File: src/rtl/dlfloat16_pkg.sv
// Shared constants and types for the dlfloat16 add/sub arbiter.
package dlfloat16_pkg;

    localparam logic [3:0] ENA_ADDSUB = 4'b0001;
    localparam logic [3:0] ENA_OFF    = 4'b0000;

    // Bit positions within the 5-bit exception vector.
    localparam int unsigned INVALID   = 4;
    localparam int unsigned INEXACT   = 3;
    localparam int unsigned OVERFLOW  = 2;
    localparam int unsigned UNDERFLOW = 1;
    localparam int unsigned DIV_ZERO  = 0;

    localparam int unsigned EXC_W = 5;

    localparam logic [15:0] ONE = 16'h3E00;
    localparam logic [15:0] TWO = 16'h4000;

    typedef enum logic [1:0] {
        StIdle,
        StIssue,
        StWait,
        StResp
    } arb_state_e;

endpackage

File: src/rtl/dlfloat16_addsub_arbiter_if.sv
// Request/response, FPU-side and sticky-status signals of the add/sub arbiter.
interface dlfloat16_addsub_arbiter_if #(
    parameter int unsigned NUM_REQ = 4
);
    logic [NUM_REQ-1:0]    req_valid;
    logic [NUM_REQ-1:0]    req_ready;
    logic [NUM_REQ*16-1:0] req_a;
    logic [NUM_REQ*16-1:0] req_b;
    logic [NUM_REQ-1:0]    req_op;

    logic [NUM_REQ-1:0]    rsp_valid;
    logic [NUM_REQ-1:0]    rsp_ready;
    logic [15:0]           rsp_data;
    logic [4:0]            rsp_exc;

    logic [15:0]           fpu_a;
    logic [15:0]           fpu_b;
    logic                  fpu_op;
    logic [3:0]            fpu_ena;
    logic [31:0]           fpu_c;
    logic [4:0]            fpu_exc;

    logic [4:0]            exc_sticky;
    logic                  exc_clr;

    // Requesters plus the add/sub unit, seen from outside the arbiter.
    modport master (
        output req_valid, req_a, req_b, req_op, rsp_ready, fpu_c, fpu_exc, exc_clr,
        input  req_ready, rsp_valid, rsp_data, rsp_exc, fpu_a, fpu_b, fpu_op, fpu_ena,
        input  exc_sticky
    );

    modport slave (
        input  req_valid, req_a, req_b, req_op, rsp_ready, fpu_c, fpu_exc, exc_clr,
        output req_ready, rsp_valid, rsp_data, rsp_exc, fpu_a, fpu_b, fpu_op, fpu_ena,
        output exc_sticky
    );

endinterface

File: src/rtl/dlfloat16_rr_pick.sv
// Combinational round-robin pick: first requester at or above ptr, wrapping to 0.
module dlfloat16_rr_pick #(
    parameter int unsigned NUM_REQ = 4,
    localparam int unsigned IDX_W  = $clog2(NUM_REQ)
) (
    input  logic [NUM_REQ-1:0] req,
    input  logic [IDX_W-1:0]   ptr,
    output logic [NUM_REQ-1:0] gnt,
    output logic [IDX_W-1:0]   idx,
    output logic               found
);

    always_comb begin
        int unsigned cand;
        cand  = 0;
        gnt   = '0;
        idx   = '0;
        found = 1'b0;
        for (int unsigned off = 0; off < NUM_REQ; off++) begin
            cand = 32'(ptr) + off;
            if (cand >= NUM_REQ) begin
                cand = cand - NUM_REQ;
            end
            if (!found && req[cand]) begin
                found     = 1'b1;
                idx       = IDX_W'(cand);
                gnt[cand] = 1'b1;
            end
        end
    end

endmodule

File: src/rtl/dlfloat16_addsub_arbiter.sv
// Shares one dlfloat16 add/sub unit among NUM_REQ requesters, one op in flight.
// Optional sticky exception status is built when DLFP_ARB_STICKY_EXC_EN is defined.
module dlfloat16_addsub_arbiter
    import dlfloat16_pkg::*;
#(
    parameter int unsigned NUM_REQ = 4
) (
    input logic                         clk,
    input logic                         rst_n,
    dlfloat16_addsub_arbiter_if.slave   bus
);

    localparam int unsigned IDX_W = $clog2(NUM_REQ);

    arb_state_e state_q, state_d;

    logic [IDX_W-1:0]   rr_ptr_q;
    logic [IDX_W-1:0]   rr_ptr_next;
    logic [IDX_W-1:0]   gnt_idx_q;
    logic [15:0]        a_q;
    logic [15:0]        b_q;
    logic               op_q;
    logic [15:0]        rsp_data_q;
    logic [EXC_W-1:0]   rsp_exc_q;

    logic [NUM_REQ-1:0] pick_gnt;
    logic [IDX_W-1:0]   pick_idx;
    logic               pick_found;
    logic               accept;

    logic [NUM_REQ-1:0] req_ready;
    logic [NUM_REQ-1:0] rsp_valid;
    logic [3:0]         fpu_ena;

    dlfloat16_rr_pick #(
        .NUM_REQ (NUM_REQ)
    ) u_pick (
        .req   (bus.req_valid),
        .ptr   (rr_ptr_q),
        .gnt   (pick_gnt),
        .idx   (pick_idx),
        .found (pick_found)
    );

    assign accept      = (state_q == StIdle) && pick_found;
    assign rr_ptr_next = (pick_idx == IDX_W'(NUM_REQ - 1)) ? '0 : pick_idx + 1'b1;

    always_comb begin
        state_d   = state_q;
        req_ready = '0;
        rsp_valid = '0;
        fpu_ena   = ENA_OFF;
        unique case (state_q)
            StIdle: begin
                if (pick_found) begin
                    req_ready = pick_gnt;
                    state_d   = StIssue;
                end
            end
            StIssue: begin
                fpu_ena = ENA_ADDSUB;
                state_d = StWait;
            end
            StWait: begin
                state_d = StResp;
            end
            StResp: begin
                rsp_valid[gnt_idx_q] = 1'b1;
                // Only the granted requester's ready can retire the response.
                if (bus.rsp_ready[gnt_idx_q]) begin
                    state_d = StIdle;
                end
            end
            default: state_d = StIdle;
        endcase
    end

    always_ff @(posedge clk or negedge rst_n) begin
        if (!rst_n) begin
            state_q    <= StIdle;
            rr_ptr_q   <= '0;
            gnt_idx_q  <= '0;
            a_q        <= '0;
            b_q        <= '0;
            op_q       <= 1'b0;
            rsp_data_q <= '0;
            rsp_exc_q  <= '0;
        end else begin
            state_q <= state_d;
            if (accept) begin
                a_q       <= bus.req_a[pick_idx*16 +: 16];
                b_q       <= bus.req_b[pick_idx*16 +: 16];
                op_q      <= bus.req_op[pick_idx];
                gnt_idx_q <= pick_idx;
                rr_ptr_q  <= rr_ptr_next;
            end
            if (state_q == StWait) begin
                rsp_data_q <= bus.fpu_c[15:0];
                rsp_exc_q  <= bus.fpu_exc;
            end
        end
    end

    // Operand latches drive the unit directly, so they hold between ops.
    assign bus.fpu_a     = a_q;
    assign bus.fpu_b     = b_q;
    assign bus.fpu_op    = op_q;
    assign bus.fpu_ena   = fpu_ena;
    assign bus.req_ready = req_ready;
    assign bus.rsp_valid = rsp_valid;
    assign bus.rsp_data  = rsp_data_q;
    assign bus.rsp_exc   = rsp_exc_q;

    logic unused_fpu_c_hi;
    assign unused_fpu_c_hi = ^bus.fpu_c[31:16];

`ifdef DLFP_ARB_STICKY_EXC_EN
    logic [EXC_W-1:0] sticky_q, sticky_d;

    // Clear applies before the new flags are merged, so a same-cycle capture survives.
    always_comb begin
        sticky_d = bus.exc_clr ? '0 : sticky_q;
        if (state_q == StWait) begin
            sticky_d = sticky_d | bus.fpu_exc;
        end
    end

    always_ff @(posedge clk or negedge rst_n) begin
        if (!rst_n) begin
            sticky_q <= '0;
        end else begin
            sticky_q <= sticky_d;
        end
    end

    assign bus.exc_sticky = sticky_q;
`else
    logic unused_exc_clr;
    assign unused_exc_clr = bus.exc_clr;
    assign bus.exc_sticky = '0;
`endif

endmodule
File: src/flat_wrapper.sv
// flat-port wrapper written by rule: the top's interface ports become plain ports
module dlfloat16_addsub_arbiter_flat import dlfloat16_pkg::*;
#(
    parameter int unsigned NUM_REQ = 4
)
  (clk, rst_n, bus_req_valid, bus_req_a, bus_req_b, bus_req_op, bus_rsp_ready, bus_fpu_c, bus_fpu_exc, bus_exc_clr, bus_req_ready, bus_rsp_valid, bus_rsp_data, bus_rsp_exc, bus_fpu_a, bus_fpu_b, bus_fpu_op, bus_fpu_ena, bus_exc_sticky);
  dlfloat16_addsub_arbiter_if #(.NUM_REQ(NUM_REQ)) bus_i ();
  input logic clk;
  input logic rst_n;
  input wire logic [$bits(bus_i.req_valid)-1:0] bus_req_valid;
  input wire logic [$bits(bus_i.req_a)-1:0] bus_req_a;
  input wire logic [$bits(bus_i.req_b)-1:0] bus_req_b;
  input wire logic [$bits(bus_i.req_op)-1:0] bus_req_op;
  input wire logic [$bits(bus_i.rsp_ready)-1:0] bus_rsp_ready;
  input wire logic [$bits(bus_i.fpu_c)-1:0] bus_fpu_c;
  input wire logic [$bits(bus_i.fpu_exc)-1:0] bus_fpu_exc;
  input wire logic [$bits(bus_i.exc_clr)-1:0] bus_exc_clr;
  output wire logic [$bits(bus_i.req_ready)-1:0] bus_req_ready;
  output wire logic [$bits(bus_i.rsp_valid)-1:0] bus_rsp_valid;
  output wire logic [$bits(bus_i.rsp_data)-1:0] bus_rsp_data;
  output wire logic [$bits(bus_i.rsp_exc)-1:0] bus_rsp_exc;
  output wire logic [$bits(bus_i.fpu_a)-1:0] bus_fpu_a;
  output wire logic [$bits(bus_i.fpu_b)-1:0] bus_fpu_b;
  output wire logic [$bits(bus_i.fpu_op)-1:0] bus_fpu_op;
  output wire logic [$bits(bus_i.fpu_ena)-1:0] bus_fpu_ena;
  output wire logic [$bits(bus_i.exc_sticky)-1:0] bus_exc_sticky;
  assign bus_i.req_valid = bus_req_valid;
  assign bus_i.req_a = bus_req_a;
  assign bus_i.req_b = bus_req_b;
  assign bus_i.req_op = bus_req_op;
  assign bus_i.rsp_ready = bus_rsp_ready;
  assign bus_i.fpu_c = bus_fpu_c;
  assign bus_i.fpu_exc = bus_fpu_exc;
  assign bus_i.exc_clr = bus_exc_clr;
  assign bus_req_ready = bus_i.req_ready;
  assign bus_rsp_valid = bus_i.rsp_valid;
  assign bus_rsp_data = bus_i.rsp_data;
  assign bus_rsp_exc = bus_i.rsp_exc;
  assign bus_fpu_a = bus_i.fpu_a;
  assign bus_fpu_b = bus_i.fpu_b;
  assign bus_fpu_op = bus_i.fpu_op;
  assign bus_fpu_ena = bus_i.fpu_ena;
  assign bus_exc_sticky = bus_i.exc_sticky;
  dlfloat16_addsub_arbiter #(.NUM_REQ(NUM_REQ)) u_core (.clk(clk), .rst_n(rst_n), .bus(bus_i));
endmodule
File: config.mk
export PLATFORM = sky130hd
export DESIGN_NAME = dlfloat16_addsub_arbiter_flat
export DESIGN_NICKNAME = d
export VERILOG_FILES = /design/src/rtl/dlfloat16_pkg.sv /design/src/rtl/dlfloat16_addsub_arbiter_if.sv /design/src/rtl/dlfloat16_rr_pick.sv /design/src/rtl/dlfloat16_addsub_arbiter.sv /design/src/flat_wrapper.sv
export SDC_FILE = /design/constraint.sdc
export NUM_CORES = 1
export LEC_CHECK = 0
export CORE_MARGIN = 1.5
export CORE_UTILIZATION = 39
export CTS_BUF_LIST = sky130_fd_sc_hd__clkbuf_8 sky130_fd_sc_hd__clkbuf_16
export CTS_CLUSTER_DIAMETER = 30
export CTS_CLUSTER_SIZE = 8
export DETAILED_ROUTE_END_ITERATION = 10
export GPL_ROUTABILITY_DRIVEN = 0
export PLACE_DENSITY_LB_ADDON = 0.12
export SYNTH_ARGS = -nofsm -noshare
export SYNTH_HDL_FRONTEND = slang
export SYNTH_SLANG_ARGS = --single-unit
File: constraint.sdc
create_clock -name clk -period 9.3 [get_ports clk]
set_input_delay 2.325 -clock clk [delete_from_list [all_inputs] [get_ports clk]]
set_output_delay 2.325 -clock clk [all_outputs]
set_load 0.02 [all_outputs]
* Word level (Yosys, flattened, before mapping)
Index checks and enable logic that the tools add are counted.
** Word-level totals
- Input port bits :: 180
- Register bits after elaboration :: 60
- Logic and storage cells :: 102
- Output and inout bits :: 71
** Cells by class
- Muxes and demuxes :: 46
- $add $sub $neg :: 8
- Equal/unequal tests :: 6
- Shift-type cells :: 2
- $lt $le $gt $ge :: 15
- Bitwise gates (word level) :: 3
- Reduce and logical (&&, ||, !) cells :: 14
** Operators by type and width (count)
- 32-bit by 1-bit >= comparator with 1-bit output, second input constant :: 4
- 32-bit by 3-bit less-than comparator with 1-bit output, second input constant :: 4
- 32-bit 2-to-1 mux :: 4
- 64-bit by 7-bit indexed part select with 16-bit output :: 2
- 4-bit 2-to-1 mux :: 7
- 1-bit 2-to-1 mux :: 16
- 2-bit 2-to-1 mux :: 7
- 1-bit binary-select mux with 2-bit select :: 6
- 4-bit OR :: 3
- 3-bit by 3-bit subtractor with 4-bit output, second input constant :: 3
- 1-bit demux with 2-bit select :: 5
- 3-bit >= comparator, second input constant :: 3
- 1-bit logical AND :: 9
- 2-bit case mux with 4 select lines :: 1
- 2-bit by 2-bit adder with 3-bit output, second input constant :: 2
- 2-bit == test, second input constant :: 3
- 2-bit by 3-bit less-than comparator with 1-bit output, second input constant :: 2
- 2-bit by 1-bit inequality test with 1-bit output, second input constant :: 2
- 2-bit by 3-bit subtractor with 4-bit output, second input constant :: 1
- 2-bit by 1-bit adder with 3-bit output, second input constant :: 1
- 2-bit by 3-bit >= comparator with 1-bit output, second input constant :: 1
- 1-bit zero test :: 3
- 2-bit by 1-bit adder with 2-bit output, second input constant :: 1
- 2-bit by 1-bit == test with 1-bit output, second input constant :: 1
- other kinds (3) :: 3

* Longest topological paths before layout
- Depth in word-level cells :: 16
- Gate-level depth with buffers :: 12
- Depth with buffers taken out :: 8

* Cells and area by module
From an unflattened synthesis, not the netlist that was laid out.
** Unflattened totals
- Cells, all modules :: 249
- Area, all modules :: 3761.1 sq um
** Modules (own cells, without submodules)
- dlfloat16_addsub_arbiter :: cells an instance 201, sequential area each 1501.4 sq um, area an instance 3301.9 sq um, instances 1
- dlfloat16_rr_pick :: cells an instance 48, sequential area each 0.0 sq um, area an instance 459.2 sq um, instances 1

* Worst setup path before layout
OpenSTA, ideal clock, no wires.
- Path kind :: input to output
- From :: input bus_req_valid[0]
- To :: output bus_req_ready[0]
- Stages :: 5
- Setup slack :: 3.276 ns
- Arrival time :: 3.699 ns
- Required time :: 6.975 ns
- Cells stage by stage :: buf_2 -> or3_1 -> o32ai_1 -> a221oi_1 -> nor2_1
** Between the ends
- Longest elaborated chain between the ends :: 14
- Elaborated cells on any way between the ends :: 27
- Classes of those cells :: mux: 18; bitwise: 3; reduce/logical: 6
** Ends and longest elaborated chain
- start: declaration :: line flat_wrapper.sv:10 : input wire logic [$bits(bus_i.req_valid)-1:0] bus_req_valid;
- 1-bit binary-select mux with 2-bit select :: line dlfloat16_rr_pick.sv:24 : if (!found && req[cand]) begin
- 1-bit 2-to-1 mux (implied by the code) :: line dlfloat16_rr_pick.sv:24
- 1-bit 2-to-1 mux :: line dlfloat16_rr_pick.sv:24
- 1-bit zero test :: line dlfloat16_rr_pick.sv:24
- 1-bit logical AND :: line dlfloat16_rr_pick.sv:24
- 1-bit 2-to-1 mux :: line dlfloat16_rr_pick.sv:24
- 1-bit zero test :: line dlfloat16_rr_pick.sv:24
- 1-bit logical AND :: line dlfloat16_rr_pick.sv:24
- 1-bit 2-to-1 mux :: line dlfloat16_rr_pick.sv:24
- 1-bit zero test :: line dlfloat16_rr_pick.sv:24
- 1-bit logical AND :: line dlfloat16_rr_pick.sv:24
- 4-bit 2-to-1 mux or 1-bit 2-to-1 mux (tied branches) :: line dlfloat16_rr_pick.sv:24
- 4-bit 2-to-1 mux * :: line dlfloat16_addsub_arbiter.sv:55 : if (pick_found) begin
- 4-bit 2-to-1 mux * :: line dlfloat16_addsub_arbiter.sv:53 : unique case (state_q)
- end: declaration :: line flat_wrapper.sv:18 : output wire logic [$bits(bus_i.req_ready)-1:0] bus_req_ready;
Mark *: on every way between the ends. The rest lies on a longest branch, timed or not. The select of a mux whose other input is x is not followed.

* Worst setup path in the final report
- From :: input bus_req_valid[1]
- To :: output bus_req_ready[0]
The elaborated chain is that of the path after synthesis.

==> run_summary.xml <==
<?xml version="1.0" encoding="UTF-8"?>
<metrics>
  <group name="outcome">
    <metric name="status" unit="">finished clean</metric>
  </group>
  <group name="synth">
    <metric name="postSynthRegisterBits" unit="">60</metric>
    <metric name="yosys.cell_types.count" unit="">37</metric>
    <metric name="synthesis.instances" unit="">329</metric>
    <metric name="synth_top_flop_cell" unit="">sky130_fd_sc_hd__dfrtp_1</metric>
    <metric name="synthesis.yosys.warnings" unit="">0</metric>
    <metric name="synth_async_sr_flop_share" unit="">1.00</metric>
    <metric name="mappedNetlistArea" unit="sq um">3640</metric>
    <metric name="synth_top_area_share" unit="">0.412</metric>
    <metric name="number_of_synthesized_flops_with_an_enable_pin" unit="">0</metric>
    <metric name="ys_seq_area_frac" unit="">0.412</metric>
    <metric name="post_synth_main_area_contributors" unit="">sky130_fd_sc_hd__dfrtp_1 (41%), sky130_fd_sc_hd__mux2i_1 (19%), sky130_fd_sc_hd__o221ai_1 (7.9%), sky130_fd_sc_hd__mux2_2 (7.1%), sky130_fd_sc_hd__nand2_1 (4.1%)</metric>
    <metric name="post_synthesis_average_cell_area" unit="sq um">11.1</metric>
    <metric name="netlist.top_cell.by_area" unit="">sky130_fd_sc_hd__dfrtp_1</metric>
  </group>
  <group name="worst_hold_path">
    <metric name="hold_class" unit="">reg2reg</metric>
  </group>
  <group name="global_route">
    <metric name="global_route.overflow_total" unit="">0</metric>
    <metric name="grt_pass1_wl" unit="um">17500</metric>
    <metric name="vias_in_the_first_global_route" unit="">3472</metric>
    <metric name="antenna_found_initial" unit="">0</metric>
    <metric name="global_route.usage.met1" unit="">0.262</metric>
    <metric name="top_usage_layer" unit="">met2</metric>
    <metric name="met3_usage" unit="">0.0429</metric>
    <metric name="globalRouteMet2Util" unit="">0.408</metric>
    <metric name="grt_max_degree" unit="">65</metric>
    <metric name="track_usage" unit="">0.225</metric>
  </group>
  <group name="floorplanning">
    <metric name="die_w" unit="um">99.7</metric>
    <metric name="placement_rows" unit="">35</metric>
    <metric name="dieArea" unit="sq um">9930</metric>
    <metric name="floorplan.core_area" unit="sq um">9150</metric>
    <metric name="fp.dieH" unit="um">99.7</metric>
    <metric name="start_util" unit="">0.398</metric>
    <metric name="floorplan.io_pins" unit="">251</metric>
  </group>
  <group name="sta">
    <metric name="setup_viol_count_final" unit="">0</metric>
    <metric name="slew_viol_final" unit="">0</metric>
    <metric name="timing.final.hold_violations" unit="">0</metric>
    <metric name="rsz0062_at_grt" unit="">false</metric>
    <metric name="slew_headroom" unit="">0.315</metric>
    <metric name="worst_slew_pin_slew" unit="ps">1030</metric>
    <metric name="final_critical_path_setup_slack" unit="ps">2200</metric>
    <metric name="max_freq" unit="GHz">0.141</metric>
    <metric name="period_share" unit="">0.764</metric>
    <metric name="worst_clock_skew" unit="ps">7.91</metric>
    <metric name="min_tclk_post_route" unit="ps">7100</metric>
    <metric name="setup_tns" unit="ps">0</metric>
  </group>
  <group name="placement">
    <metric name="dp_hpwl" unit="um">8420</metric>
    <metric name="place.detailed.instances" unit="">641</metric>
    <metric name="place_ws" unit="ps">2200</metric>
    <metric name="place_area" unit="sq um">5880</metric>
    <metric name="numPortBuffers" unit="">225</metric>
  </group>
  <group name="detailed_routing">
    <metric name="drcViolationCount" unit="">0</metric>
    <metric name="drt-initial-drc-count" unit="">97</metric>
    <metric name="detail_route.first_pass.iterations" unit="">4</metric>
    <metric name="routed_via_density" unit="">5.26</metric>
    <metric name="ant_nets" unit="">0</metric>
    <metric name="vias" unit="">3455</metric>
    <metric name="totalWireLength" unit="um">11100</metric>
    <metric name="detail_route.wl_per_cell" unit="um">16.9</metric>
  </group>
  <group name="cts">
    <metric name="worst_skew_pair.late_latency" unit="ps">330</metric>
    <metric name="worst_setup_hold_path_clk_slew" unit="ps">70</metric>
    <metric name="clockRootBuffer" unit="">sky130_fd_sc_hd__clkbuf_8</metric>
    <metric name="post_cts.repair.setup_buffers" unit="">0</metric>
    <metric name="tritoncts" unit="">done</metric>
    <metric name="post_cts_hold_buffer_count" unit="">0</metric>
    <metric name="post_cts_resized" unit="">0</metric>
    <metric name="htreeDepth" unit="">3</metric>
    <metric name="clockBufferDepth" unit="">2</metric>
    <metric name="cts_inserted_buffers" unit="">9</metric>
    <metric name="cts.sink_count" unit="">60</metric>
  </group>
  <group name="cells_and_area">
    <metric name="num-fill-cells" unit="">770</metric>
    <metric name="antennaDiodeCount" unit="">0</metric>
    <metric name="post_route_cells_drive_above_1_share" unit="">0.0934</metric>
    <metric name="flow.area_growth_from_synthesis" unit="%">68.3</metric>
    <metric name="final_standard_cell_area_without_fillers" unit="sq um">6130</metric>
    <metric name="final_cells" unit="">657</metric>
    <metric name="finalNetCount" unit="">730</metric>
  </group>
  <group name="power_and_ir_drop">
    <metric name="leakage" unit="nW">2.59</metric>
    <metric name="vdd_drop_max" unit="mV">0.272</metric>
    <metric name="power_density_of_the_placed_cells" unit="nW/um^2">342</metric>
  </group>
  <group name="flow_run">
    <metric name="drv.max_cap_violation_count" unit="">0</metric>
  </group>
  <group name="critical_path">
    <metric name="cp_top_family" unit="">buffers and inverters</metric>
    <metric name="worstSetupEndpointType" unit="">primary output</metric>
    <metric name="timing.critical_path.cells" unit="">clkdlybuf4s50_1, or3_1, o32ai_1, a221oi_1, nor2_1, clkdlybuf4s50_1</metric>
    <metric name="crit_path_max_incr_delay" unit="ps">610</metric>
    <metric name="critical-path-slowest-cell" unit="">sky130_fd_sc_hd__clkdlybuf4s50_1</metric>
    <metric name="cp.buffers_inverters" unit="">2</metric>
    <metric name="critPathArrivalTime" unit="ps">4780</metric>
    <metric name="worstPathMaxFanout" unit="">10</metric>
    <metric name="path_common_cell" unit="">sky130_fd_sc_hd__clkdlybuf4s50_1</metric>
    <metric name="cp_data_required_time" unit="ps">6980</metric>
    <metric name="path_class" unit="">in2out</metric>
    <metric name="start_kind" unit="">primary input</metric>
  </group>
</metrics>
## per-stage QoR
step / util / total power [W] / hold WS [ps]
final: 0.670 / 0.00210 / 491
after global routing: 0.670 / 0.00224 / 512
after CTS: 0.670 / 0.00211 / 495
after detailed placement: 0.643 / 0.00181 / 474
after global placement: 0.643 / 0.00178 / 469
after floorplan: - / 0.00138 / 528
## worst min-delay path: cells and delay by family (launching register included)
kind / cells / cell delay (ps)
simple gates: 1 / 50
compound gates: 1 / 60
flops: 1 / 340
## layer usage
metal / part of all wire / vias up / wire (um)
li1: - / 1632 / -
met1: 0.39 / 1679 / 4310
met2: 0.54 / 127 / 5980
met3: 0.050 / 17 / 559
met4: 0.021 / 0 / 236
met5: 0 / - / 0
## cell usage after synthesis, types with 2 or more instances
library cell	count
sky130_fd_sc_hd__nand2b_1	2
sky130_fd_sc_hd__o21ai_1	3
sky130_fd_sc_hd__a221oi_1	4
sky130_fd_sc_hd__ha_1	9
sky130_fd_sc_hd__mux4_2	3
sky130_fd_sc_hd__dfrtp_1	60
sky130_fd_sc_hd__a22oi_1	4
sky130_fd_sc_hd__inv_1	5
sky130_fd_sc_hd__o221ai_1	33
sky130_fd_sc_hd__buf_4	13
sky130_fd_sc_hd__buf_2	5
sky130_fd_sc_hd__mux2_2	23
sky130_fd_sc_hd__a31oi_1	2
sky130_fd_sc_hd__nand2_1	40
sky130_fd_sc_hd__a21oi_1	3
sky130_fd_sc_hd__nor2_1	14
sky130_fd_sc_hd__clkbuf_1	11
sky130_fd_sc_hd__buf_12	2
sky130_fd_sc_hd__o21ai_0	3
sky130_fd_sc_hd__buf_1	4
sky130_fd_sc_hd__mux2i_1	70
## final timing paths
| kind | cells past startpoint | slack, ps | startpoint | end |
|---|---|---|---|---|
| worst min register to register | 2 | 490 | u_core.bus.fpu_a[1] | u_core.bus.fpu_a[1] |
| min in group asynchronous | 2 | 2120 | rst_n | u_core.bus.rsp_data[10] |
| max in group asynchronous | 2 | 6620 | rst_n | u_core.bus.fpu_a[9] |
| worst min-delay path | 2 | 490 | u_core.bus.fpu_a[1] | u_core.bus.fpu_a[1] |
| worst max register to register | 9 | 5300 | u_core.rr_ptr_q[0] | u_core.bus.fpu_b[13] |
| worst max-delay path | 6 | 2200 | bus_req_valid[1] | bus_req_ready[0] |
## where the power goes
part	switching [W]	internal (W)
Sequential	0.0000917	0.000398
Clock	0.000102	0.000191
Combinational	0.000661	0.000654
## layout by cell type (no fill, tap or decap), types with 4 or more instances in the layout
master and count:
sky130_fd_sc_hd__a221oi_1 4, sky130_fd_sc_hd__mux2_2 23, sky130_fd_sc_hd__conb_1 8, sky130_fd_sc_hd__clkdlybuf4s50_1 224
sky130_fd_sc_hd__nor2_1 14, sky130_fd_sc_hd__o221ai_1 33, sky130_fd_sc_hd__ha_1 9, sky130_fd_sc_hd__buf_4 5
sky130_fd_sc_hd__inv_1 6, sky130_fd_sc_hd__dfrtp_1 60, sky130_fd_sc_hd__mux2i_1 70, sky130_fd_sc_hd__a22oi_1 4
sky130_fd_sc_hd__clkbuf_8 11, sky130_fd_sc_hd__nand2_1 40
## flip-flops by register name, indices dropped and copies added (netlist names)
signal / flops
u_core.bus.fpu_b: 16
u_core.rr_ptr_q: 2
u_core.bus.rsp_exc: 5
u_core.state_q: 2
u_core.gnt_idx_q: 2
u_core.bus.rsp_data: 16
u_core.bus.fpu_a: 16
u_core.bus.fpu_op: 1
## final cells by class
cell class	count	area, sq um	share of cell area
Clock buffer	11	151	0.0247
Clock inverter	5	98.8	0.0161
Inverter	5	18.8	0.00306
Multi-Input combinational cell	235	1940	0.316
Sequential cell	60	1500	0.245
Tap cell	111	139	0.0226
Timing Repair Buffer	230	2280	0.373
## cells by family (layout without fill, tap and decap cells)
kind of cell / count (synthesis) / count (layout) / share of synthesized area
AOI/OAI and AO/OA: 57 / 57 / 0.127
xor gates and xnor gates: 1 / 1 / 0.00240
adders and majority gates: 9 / 9 / 0.0309
buffers and inverters: 41 / 251 / 0.0683
DFF: 60 / 60 / 0.412
muxes: 97 / 97 / 0.286
other: 1 / 8 / 0.00103
and+or+nand+nor: 63 / 63 / 0.0731
(Power assumes the default switching activity.)
